--- config.mk ---
export PLATFORM = sky130hd
export DESIGN_NAME = regfile_wr_arbiter_flat
export DESIGN_NICKNAME = d
export VERILOG_FILES = /design/src/rtl/regfile_wr_arbiter_if.sv /design/src/rtl/regfile_wr_arbiter.sv /design/src/flat_wrapper.sv
export SDC_FILE = /design/constraint.sdc
export NUM_CORES = 1
export LEC_CHECK = 0
export ABC_AREA = 0
export CAP_MARGIN = 40
export CORE_MARGIN = 5
export CORE_UTILIZATION = 55
export CTS_CLUSTER_SIZE = 25
export DETAILED_ROUTE_END_ITERATION = 6
export GPL_TIMING_DRIVEN = 0
export HOLD_SLACK_MARGIN = 0.12
export MAX_ROUTING_LAYER = met4
export PLACE_DENSITY = 0.79
export SETUP_SLACK_MARGIN = 0.1
export SLEW_MARGIN = 30
export SYNTH_ARGS = -nofsm -noshare
export SYNTH_HDL_FRONTEND = slang
export SYNTH_SLANG_ARGS = --single-unit
--- constraint.sdc ---
create_clock -name clk -period 8.7 [get_ports clk]
set_clock_uncertainty 0.2 [all_clocks]
set_input_delay 1.74 -clock clk [delete_from_list [all_inputs] [get_ports clk]]
set_output_delay 1.74 -clock clk [all_outputs]
set_load 0.01 [all_outputs]
--- src/rtl/regfile_wr_arbiter_if.sv ---
// regfile_wr_arbiter_if
//   Bundles every non-clock signal of the register-file write arbiter.
//   master : the surrounding pipeline (drives WB/MCU requests, observes
//            the register-file write port and status).
//   slave  : the arbiter itself.
//   Signals:
//     wb_regwr/wb_wrreg/wb_data   write-back request, address, data
//     mc_valid/mc_wrreg/mc_data   MCU result, address, data
//     mc_ready                    MCU result FIFO not full
//     rf_we/rf_waddr/rf_wdata     registered register-file write port
//     pipe_stall                  one-cycle write-back bubble request
//     fifo_count                  queued MCU results
//     protocol_err                sticky: WB write seen during pipe_stall
//   Handshake: an MCU result transfers on a rising edge where
//   mc_valid && mc_ready; mc_valid may be held while mc_ready is low and
//   mc_ready never depends combinationally on mc_valid.
interface regfile_wr_arbiter_if #(
  parameter int DATA_W = 64,
  parameter int ADDR_W = 6,
  parameter int DEPTH  = 4
);
  localparam int CW = $clog2(DEPTH) + 1;

  logic              wb_regwr;
  logic [ADDR_W-1:0] wb_wrreg;
  logic [DATA_W-1:0] wb_data;
  logic              mc_valid;
  logic [ADDR_W-1:0] mc_wrreg;
  logic [DATA_W-1:0] mc_data;
  logic              mc_ready;
  logic              rf_we;
  logic [ADDR_W-1:0] rf_waddr;
  logic [DATA_W-1:0] rf_wdata;
  logic              pipe_stall;
  logic [CW-1:0]     fifo_count;
  logic              protocol_err;

  modport master (
    output wb_regwr, wb_wrreg, wb_data, mc_valid, mc_wrreg, mc_data,
    input  mc_ready, rf_we, rf_waddr, rf_wdata, pipe_stall, fifo_count,
           protocol_err
  );

  modport slave (
    input  wb_regwr, wb_wrreg, wb_data, mc_valid, mc_wrreg, mc_data,
    output mc_ready, rf_we, rf_waddr, rf_wdata, pipe_stall, fifo_count,
           protocol_err
  );
endinterface

--- src/rtl/regfile_wr_arbiter.sv ---
// regfile_wr_arbiter
//   Shares the single register-file write port between the write-back
//   stage and a multi-cycle unit. Write-back always wins; MCU results are
//   queued in a DEPTH-entry FIFO and drained into idle write-port cycles.
//   A starvation counter raises pipe_stall for one cycle so a queued MCU
//   result cannot lose arbitration forever.
//   Ports:
//     clk    rising-edge clock
//     rst_n  asynchronous active-low reset
//     bus    regfile_wr_arbiter_if.slave (see interface header)
module regfile_wr_arbiter #(
  parameter int DATA_W   = 64,
  parameter int ADDR_W   = 6,
  parameter int DEPTH    = 4,
  parameter int MAX_WAIT = 8
) (
  input logic                 clk,
  input logic                 rst_n,
  regfile_wr_arbiter_if.slave bus
);
  localparam int PW = $clog2(DEPTH);
  localparam int CW = PW + 1;
  localparam int SW = (MAX_WAIT > 1) ? $clog2(MAX_WAIT) : 1;
  localparam logic [SW-1:0] STARVE_LIMIT = SW'(MAX_WAIT - 1);
  localparam logic [CW-1:0] FULL_COUNT   = CW'(DEPTH);

  logic [ADDR_W-1:0] q_addr [DEPTH];
  logic [DATA_W-1:0] q_data [DEPTH];
  logic [PW-1:0]     head;
  logic [PW-1:0]     tail;
  logic [CW-1:0]     count;
  logic [SW-1:0]     starve;

  logic              rf_we_q;
  logic [ADDR_W-1:0] rf_waddr_q;
  logic [DATA_W-1:0] rf_wdata_q;
  logic              pipe_stall_q;
  logic              protocol_err_q;

  logic full;
  logic empty;
  logic push;
  logic pop;
  logic starve_hit;

  always_comb begin
    full  = (count == FULL_COUNT);
    empty = (count == '0);
    // Full is taken from the registered count, so a pop in a full cycle
    // only frees the slot for the following cycle.
    push  = bus.mc_valid && !full;
    pop   = !bus.wb_regwr && !empty;
    // The head has already lost MAX_WAIT-1 times and is about to lose again.
    starve_hit = bus.wb_regwr && !empty && (starve == STARVE_LIMIT);
  end

  // Payload storage carries no reset: occupancy is governed by head/tail/count.
  always_ff @(posedge clk) begin
    if (push) begin
      q_addr[tail] <= bus.mc_wrreg;
      q_data[tail] <= bus.mc_data;
    end
  end

  always_ff @(posedge clk or negedge rst_n) begin
    if (!rst_n) begin
      head  <= '0;
      tail  <= '0;
      count <= '0;
    end else begin
      if (push) tail <= tail + 1'b1;
      if (pop)  head <= head + 1'b1;
      case ({push, pop})
        2'b10:   count <= count + 1'b1;
        2'b01:   count <= count - 1'b1;
        default: count <= count;
      endcase
    end
  end

  // When the FIFO is non-empty and nothing pops, WB was granted, so the
  // head lost this cycle. A pipe_stall cycle that WB ignores is just one
  // more lost grant, which restarts the count from zero.
  always_ff @(posedge clk or negedge rst_n) begin
    if (!rst_n) begin
      starve       <= '0;
      pipe_stall_q <= 1'b0;
    end else begin
      pipe_stall_q <= starve_hit;
      if (empty || pop || starve_hit) starve <= '0;
      else                            starve <= starve + 1'b1;
    end
  end

  always_ff @(posedge clk or negedge rst_n) begin
    if (!rst_n) begin
      rf_we_q    <= 1'b0;
      rf_waddr_q <= '0;
      rf_wdata_q <= '0;
    end else if (bus.wb_regwr) begin
      rf_we_q    <= 1'b1;
      rf_waddr_q <= bus.wb_wrreg;
      rf_wdata_q <= bus.wb_data;
    end else if (pop) begin
      rf_we_q    <= 1'b1;
      rf_waddr_q <= q_addr[head];
      rf_wdata_q <= q_data[head];
    end else begin
      rf_we_q    <= 1'b0;
    end
  end

  always_ff @(posedge clk or negedge rst_n) begin
    if (!rst_n) protocol_err_q <= 1'b0;
    else if (bus.wb_regwr && pipe_stall_q) protocol_err_q <= 1'b1;
  end

  assign bus.mc_ready     = !full;
  assign bus.fifo_count   = count;
  assign bus.rf_we        = rf_we_q;
  assign bus.rf_waddr     = rf_waddr_q;
  assign bus.rf_wdata     = rf_wdata_q;
  assign bus.pipe_stall   = pipe_stall_q;
  assign bus.protocol_err = protocol_err_q;
endmodule
--- src/flat_wrapper.sv ---
// flat-port wrapper written by rule: the top's interface ports become plain ports
module regfile_wr_arbiter_flat 
#(
  parameter int DATA_W   = 64,
  parameter int ADDR_W   = 6,
  parameter int DEPTH    = 4,
  parameter int MAX_WAIT = 8
)
  (clk, rst_n, bus_wb_regwr, bus_wb_wrreg, bus_wb_data, bus_mc_valid, bus_mc_wrreg, bus_mc_data, bus_mc_ready, bus_rf_we, bus_rf_waddr, bus_rf_wdata, bus_pipe_stall, bus_fifo_count, bus_protocol_err);
  regfile_wr_arbiter_if #(.DATA_W(DATA_W), .ADDR_W(ADDR_W), .DEPTH(DEPTH)) bus_i ();
  input logic clk;
  input logic rst_n;
  input wire logic [$bits(bus_i.wb_regwr)-1:0] bus_wb_regwr;
  input wire logic [$bits(bus_i.wb_wrreg)-1:0] bus_wb_wrreg;
  input wire logic [$bits(bus_i.wb_data)-1:0] bus_wb_data;
  input wire logic [$bits(bus_i.mc_valid)-1:0] bus_mc_valid;
  input wire logic [$bits(bus_i.mc_wrreg)-1:0] bus_mc_wrreg;
  input wire logic [$bits(bus_i.mc_data)-1:0] bus_mc_data;
  output wire logic [$bits(bus_i.mc_ready)-1:0] bus_mc_ready;
  output wire logic [$bits(bus_i.rf_we)-1:0] bus_rf_we;
  output wire logic [$bits(bus_i.rf_waddr)-1:0] bus_rf_waddr;
  output wire logic [$bits(bus_i.rf_wdata)-1:0] bus_rf_wdata;
  output wire logic [$bits(bus_i.pipe_stall)-1:0] bus_pipe_stall;
  output wire logic [$bits(bus_i.fifo_count)-1:0] bus_fifo_count;
  output wire logic [$bits(bus_i.protocol_err)-1:0] bus_protocol_err;
  assign bus_i.wb_regwr = bus_wb_regwr;
  assign bus_i.wb_wrreg = bus_wb_wrreg;
  assign bus_i.wb_data = bus_wb_data;
  assign bus_i.mc_valid = bus_mc_valid;
  assign bus_i.mc_wrreg = bus_mc_wrreg;
  assign bus_i.mc_data = bus_mc_data;
  assign bus_mc_ready = bus_i.mc_ready;
  assign bus_rf_we = bus_i.rf_we;
  assign bus_rf_waddr = bus_i.rf_waddr;
  assign bus_rf_wdata = bus_i.rf_wdata;
  assign bus_pipe_stall = bus_i.pipe_stall;
  assign bus_fifo_count = bus_i.fifo_count;
  assign bus_protocol_err = bus_i.protocol_err;
  regfile_wr_arbiter #(.DATA_W(DATA_W), .ADDR_W(ADDR_W), .DEPTH(DEPTH), .MAX_WAIT(MAX_WAIT)) u_core (.clk(clk), .rst_n(rst_n), .bus(bus_i));
endmodule
==> out/qor.csv, run 1 <==
stage;metric;value;unit
timing;WHS;246.8;ps
global_routing;largest net degree at the start of global routing;51;
yosys;syn_nets;805;
cells_and_area;P&R area growth vs syn;28.95;%
setup_path;kind of end point of the critical path;flop;
global_routing;met2 Usage GRT;35.60;%
global_routing;initial antenna violation count;2;
yosys;top cells by count, synth;280 x edfxtp_1, 83 x dfrtp_1, 70 x mux4_2;
floorplanning;Die Y;168.0;um
yosys;most frequent cell after synthesis;edfxtp_1;
global_routing;GRT overflow;0;
floorplanning;IO Pins;221;
status;outcome;completed;
floorplanning;die area;28230;um2
clocking;setup bufs post-CTS;0;
timing;Fin Setup TNS;0;ps
global_routing;gr usage total;22.39;%
yosys;Yosys reg bits;363;
setup_path;CP required;8930;ps
yosys;Seq/Total Area, Yosys;76.35;%
power_and_ir_drop;Max IR drop VDD;223.2;uV
yosys;top cells by area, synth;edfxtp_1 61%, dfrtp_1 15%, mux4_2 11%;
timing;Finish-stage setup viols;0;
power_and_ir_drop;power per cell area;319.2;nW/um2
timing;RSZ-0062 raised after global routing;false;
global_routing;global route hottest layer;met2;
floorplanning;CORE AREA;24460;um2
setup_path;Crit-path slowest cell;clkdlybuf4s50_1;
clocking;CTS tree;yes;
yosys;post-synth top area share;61.22;%
setup_path;arrival time of the worst setup path;4130;ps
yosys;ys async rst share;22.87;%
drt;vias;7299;
setup_path;CP delay by family, top;buffers and inverters;
timing;Final min period;3905;ps
yosys;Yosys cell types;29;
setup_path;startpoint types;input pin;
yosys;Syn Area/Cell;21.03;um2
placed_design;HPWL after DPL;19900;um
yosys;Post-synth EDFFs;280;
timing;max-slew violation count;0;
setup_path;cell mode on critical path;xor2_1;
clocking;clock-pin slew on the worst setup and hold paths;60;ps
global_routing;first-pass GRT wire length;47180;um
power_and_ir_drop;static leakage;6.211;nW
drt;wire per inst;23.92;um
drt;drt drc;0;
run;Max-Cap Viols;0;
drt;vias per cell;5.738;
setup_path;maximum fanout along the worst path;10;
timing;worst-margin pin slew;745.6;ps
clocking;Clock Latency Late Sink;510;ps
clocking;CTS sink cnt;363;
cells_and_area;fraction of layout cells with a size suffix above 1;17.65;%
yosys;Mapped Cells;653;
drt;Routed Wire Length;30430;um
yosys;Synth area leader;edfxtp_1;
floorplanning;chip width;168.0;um
setup_path;Setup CP Type;in2reg;
min_path;Min-Delay Path Class;reg2reg;
global_routing;vias in the first global route;8074;
clocking;post_cts resized;0;
yosys;Synth Flop Type;edfxtp_1;
global_routing;met1 Use GR;30.00;%
setup_path;critical path, cell by cell;clkdlybuf4s50_1 -> nand2b_4 -> inv_2 -> clkbuf_1 -> ha_1 -> inv_1 -> fa_1 -> xor2_1 -> nor2_1 -> xor2_1;
timing;Final Hold Viols;0;
yosys;Mapped Area;13730;um2
timing;Final period util;44.89;%
floorplanning;Initial Utilization;56.14;%
clocking;clk buf depth;3;
drt;Iter 0 DRT Violations;510;
clocking;clk root buf;clkbuf_16;
drt;Antenna Nets Post-Route;0;
placed_design;Final GP Congestion;0.7610;
power_and_ir_drop;Pwr Total;5.652;mW
timing;max_slew headroom;50.29;%
placed_design;port bufs;220;
cells_and_area;Final nets;1069;
clocking;# H-tree levels;2;
clocking;Hold Buf Count CTS;0;
floorplanning;Core Rows;57;
setup_path;WP buf/inv;4;
drt;Detailed Routing Iterations Pass 1;4;
global_routing;GRT met3 Usage;5.909;%
setup_path;Worst path max stage delay;500;ps
timing;Achievable Freq;0.2561;GHz
yosys;YS warnings;0;
clocking;CTS Buf Count;37;
-- cell type report --
class                   instances  area [um2]
diodes                          2       5.005
inverters                       8       30.03
flip-flops and latches        363       10490
fillers                      1481        6753
clock inverters                16       157.7
multi-input cells             244        3064
plain buffers                  38       173.9
well taps                     324       405.4
repair buffers                225        2333
clock buffers                  52        1055
-- state kept, by name, indices dropped and copies added (netlist names) --
signal / flops
u_core.bus.rf_waddr: 6
u_core.bus.fifo_count: 3
u_core.head: 2
u_core.bus.rf_we: 1
u_core.starve: 3
u_core.tail: 2
u_core.bus.protocol_err: 1
u_core.q_addr: 24
u_core.bus.rf_wdata: 64
u_core.bus.pipe_stall: 1
u_core.q_data: 256
-- worst paths after layout --
check	slack [ps]	from	endpoint	cells past startpoint
setup / recovery	4790	bus_wb_regwr	u_core.bus.fifo_count[2]$_DFFE_PN0P_	10
hold / removal	250	u_core.starve[0]$_DFF_PN0_	u_core.starve[0]$_DFF_PN0_	1
setup reg to reg	5990	u_core.bus.fifo_count[0]$_DFFE_PN0P_	u_core.bus.fifo_count[2]$_DFFE_PN0P_	10
hold reg to reg	250	u_core.starve[0]$_DFF_PN0_	u_core.starve[0]$_DFF_PN0_	1
max in group asynchronous	6740	rst_n	u_core.head[0]$_DFFE_PN0P_	2
min in group asynchronous	930	rst_n	u_core.bus.rf_wdata[57]$_DFFE_PN0P_	1
-- routing by layer --
metal | up-vias | routed length, um
met1 | 3791 | 12550
met4 | 0 | 439
met5 | - | 0
li1 | 3222 | -
met2 | 243 | 15080
met3 | 43 | 2366
-- layout by cell type (no fill, tap or decap), types with 2 or more instances in the layout --
cell type	synthesis	layout
edfxtp_1	280	280
clkdlybuf4s50_1	0	219
dfrtp_1	83	83
mux4_2	70	70
and2_1	61	61
a221o_1	58	58
clkbuf_16	0	39
clkbuf_1	23	33
buf_2	13	13
nand2b_1	12	12
o221a_2	12	12
clkinv_2	0	8
inv_1	7	7
ha_1	7	7
and3_4	0	4
xnor2_1	4	4
buf_16	0	4
buf_6	2	3
clkbuf_8	0	3
clkinv_1	0	3
bufinv_16	0	3
diode_2	0	2
xor2_1	2	2
-- cells by family (layout without fill, tap and decap cells) --
logic type	count (synthesis)	count (layout)	synth area share (%)
DFF	363	363	76.35
and+or+nand+nor	87	87	4.100
muxes	72	72	11.63
AOI/OAI and AO/OA	71	71	5.266
buffers and inverters	46	339	1.485
adders and majority gates	8	8	0.7835
xor gates and xnor gates	6	6	0.3827
other	0	2	0
-- power breakdown --
part           switching [mW]  internal, mW  leakage, nW
Clock                   0.631         0.938        0.597
Sequential              0.150          2.32         3.56
Combinational           0.771         0.846         2.06
-- stage by stage --
stage / cell area (um2) / setup slack [ps] / utilization, % / cells
2_1_floorplan: 13730 / 4634 / - / 653
3_3_place_gp: 16340 / 2228 / 66.80 / 1197
3_5_place_dp: 16490 / 4262 / 67.42 / 1202
4_1_cts: 17700 / 4778 / 72.37 / 1270
5_1_grt: 17710 / 4658 / 72.40 / 1272
6_report: 17710 / 4795 / 72.40 / 1272
Note: power is estimated with default switching activity, not from simulation.
==> run 2, diff against run 1 <==
- CORE_UTILIZATION: 55 -> 53
- PLACE_DENSITY: 0.79 -> 0.76
- clock period: 8.7 -> 3.8 ns (I/O delays scaled with it)
==> out/qor.csv, run 2 (synthesized netlist as in run 1, its figures left out) <==
stage;metric;value;unit
status;outcome;completed;
floorplanning;chip width;171.0;um
clocking;CTS Buf Count;37;
cells_and_area;max reg flops;256;
cells_and_area;fraction of layout cells with a size suffix above 1;17.70;%
cells_and_area;commonest non-fill, non-tap cell in the layout;edfxtp_1;
timing;RSZ-0062 raised after global routing;false;
floorplanning;Core Rows;59;
timing;max_slew headroom;54.61;%
global_routing;GRT overflow;0;
cells_and_area;P&R area growth vs syn;29.12;%
global_routing;first-pass GRT wire length;45130;um
placed_design;cell count after placement;1215;
global_routing;gr usage total;20.96;%
cells_and_area;layout filler cell count;1680;
setup_path;CP startpoint;bus_wb_regwr;
setup_path;CP delay by family, top;buffers and inverters;
timing;worst-margin pin slew;680.9;ps
floorplanning;IO Pins;221;
drt;Antenna Nets Post-Route;0;
power_and_ir_drop;Max IR drop VDD;413.1;uV
clocking;clk root buf;clkbuf_16;
drt;wire per inst;23.07;um
timing;Achievable Freq;0.3373;GHz
power_and_ir_drop;static leakage;6.206;nW
setup_path;Crit-path slowest cell;clkdlybuf4s50_1;
global_routing;initial antenna violation count;2;
setup_path;R2R cell count;10;
setup_path;CP required;4030;ps
clocking;Clock Latency Late Sink;500;ps
clocking;post_cts resized;0;
min_path;WHS Path Cells;1;
timing;max-slew violation count;0;
clocking;CTS sink cnt;363;
setup_path;maximum fanout along the worst path;10;
timing;Final min period;2964;ps
placed_design;Worst Setup Slack post-DPL;310.9;ps
timing;Final period util;78.01;%
floorplanning;die area;29230;um2
timing;Final Hold Viols;0;
timing;Finish-stage setup viols;0;
setup_path;FF-to-FF Start;u_core.bus.fifo_count[0]$_DFFE_PN0P_;
floorplanning;Initial Utilization;53.30;%
global_routing;largest net degree at the start of global routing;46;
cells_and_area;register area;10490;um2
setup_path;WP buf/inv;4;
setup_path;kind of end point of the critical path;flop;
drt;vias;7312;
cells_and_area;Largest Register;u_core.q_data;
setup_path;Levels on crit path;10;
cells_and_area;utilization after layout;68.83;%
power_and_ir_drop;power per cell area;725.1;nW/um2
timing;WHS;235.6;ps
drt;vias per cell;5.686;
setup_path;Worst path max stage delay;490;ps
placed_design;Final GP Congestion;0.7593;
setup_path;startpoint types;input pin;
clocking;# H-tree levels;2;
cells_and_area;area of the multi-input gates;3064;um2
min_path;Hold Path Origin;u_core.starve[0]$_DFF_PN0_;
min_path;Min-Delay Path Class;reg2reg;
cells_and_area;non-filler cells, final;1286;
drt;Routed Wire Length;29670;um
clocking;clk buf depth;3;
floorplanning;CORE AREA;25760;um2
setup_path;critical path, cell by cell;clkdlybuf4s50_1 -> nand2b_4 -> inv_2 -> clkbuf_1 -> ha_1 -> inv_1 -> fa_1 -> xor2_1 -> nor2_1 -> xor2_1;
run;Max-Cap Viols;0;
clocking;clock-pin slew on the worst setup and hold paths;70;ps
setup_path;Setup CP Type;in2reg;
timing;PnR worst setup slack;835.7;ps
drt;Detailed Routing Iterations Pass 1;5;
cells_and_area;most frequent cells in the layout;280 x edfxtp_1, 219 x clkdlybuf4s50_1, 83 x dfrtp_1;
placed_design;HPWL after DPL;19490;um
drt;drt drc;0;
cells_and_area;Final nets;1072;
setup_path;cell mode on critical path;xor2_1;
clocking;CTS tree;yes;
drt;Iter 0 DRT Violations;448;
placed_design;port bufs;220;
global_routing;vias in the first global route;7780;
floorplanning;Die Y;171.0;um
timing;Fin Setup TNS;0;ps
setup_path;arrival time of the worst setup path;3190;ps
-- run 2: timing repair --
item                      in CTS  in global routing
hold buffers                   1                  0
buffers inserted               0                  0
hold endpoints to repair      44                  0
-- run 2: metrics by stage --
step	total power, mW	cell area [um2]
finish	12.86	17730
global route	13.48	17730
CTS	13.01	17730
detailed placement	9.461	16510
global placement	9.376	16350
floorplan	7.816	13730
-- run 2: area by class of cell --
| class | count | share of cell area, % |
|---|---|---|
| flip-flops and latches | 363 | 59.13 |
| multi-input cells | 244 | 17.28 |
| repair buffers | 228 | 13.24 |
| clock buffers | 58 | 6.301 |
| well taps | 335 | 2.364 |
| plain buffers | 38 | 0.9808 |
| clock inverters | 10 | 0.5010 |
| inverters | 8 | 0.1693 |
| diodes | 2 | 0.02822 |
-- run 2: where the power goes --
part           total, mW  leakage, nW  switching [mW]  internal [mW]
Sequential          5.64         3.56           0.332           5.30
Combinational       3.70         2.07            1.76           1.94
Clock               3.52        0.584            1.42           2.10
-- run 2: worst register-to-register path: cells and delay by family, from the launching register on --
| family | cells | cell delay, ps |
|---|---|---|
| xor+xnor | 2 | 300 |
| fa+ha+maj | 2 | 650 |
| buf+inv | 3 | 660 |
| flops | 1 | 440 |
| simple gates | 3 | 410 |
-- run 2: worst paths after layout --
kind,endpoint,slack (ps)
worst max-delay path,u_core.bus.fifo_count[2]$_DFFE_PN0P_,840
worst min-delay path,u_core.starve[0]$_DFF_PN0_,240
worst max register to register,u_core.bus.fifo_count[2]$_DFFE_PN0P_,1070
worst min register to register,u_core.starve[0]$_DFF_PN0_,240
max in group asynchronous,u_core.bus.rf_wdata[23]$_DFFE_PN0P_,2240
min in group asynchronous,u_core.bus.rf_wdata[59]$_DFFE_PN0P_,550
-- run 2: layer usage --
metal	up-vias	GRT usage, %	part of all wire, %
met4	0	3.583	1.1
met2	263	32.61	49
met5	-	-	0
met3	28	5.615	7.9
met1	3795	28.91	42
li1	3226	-	-
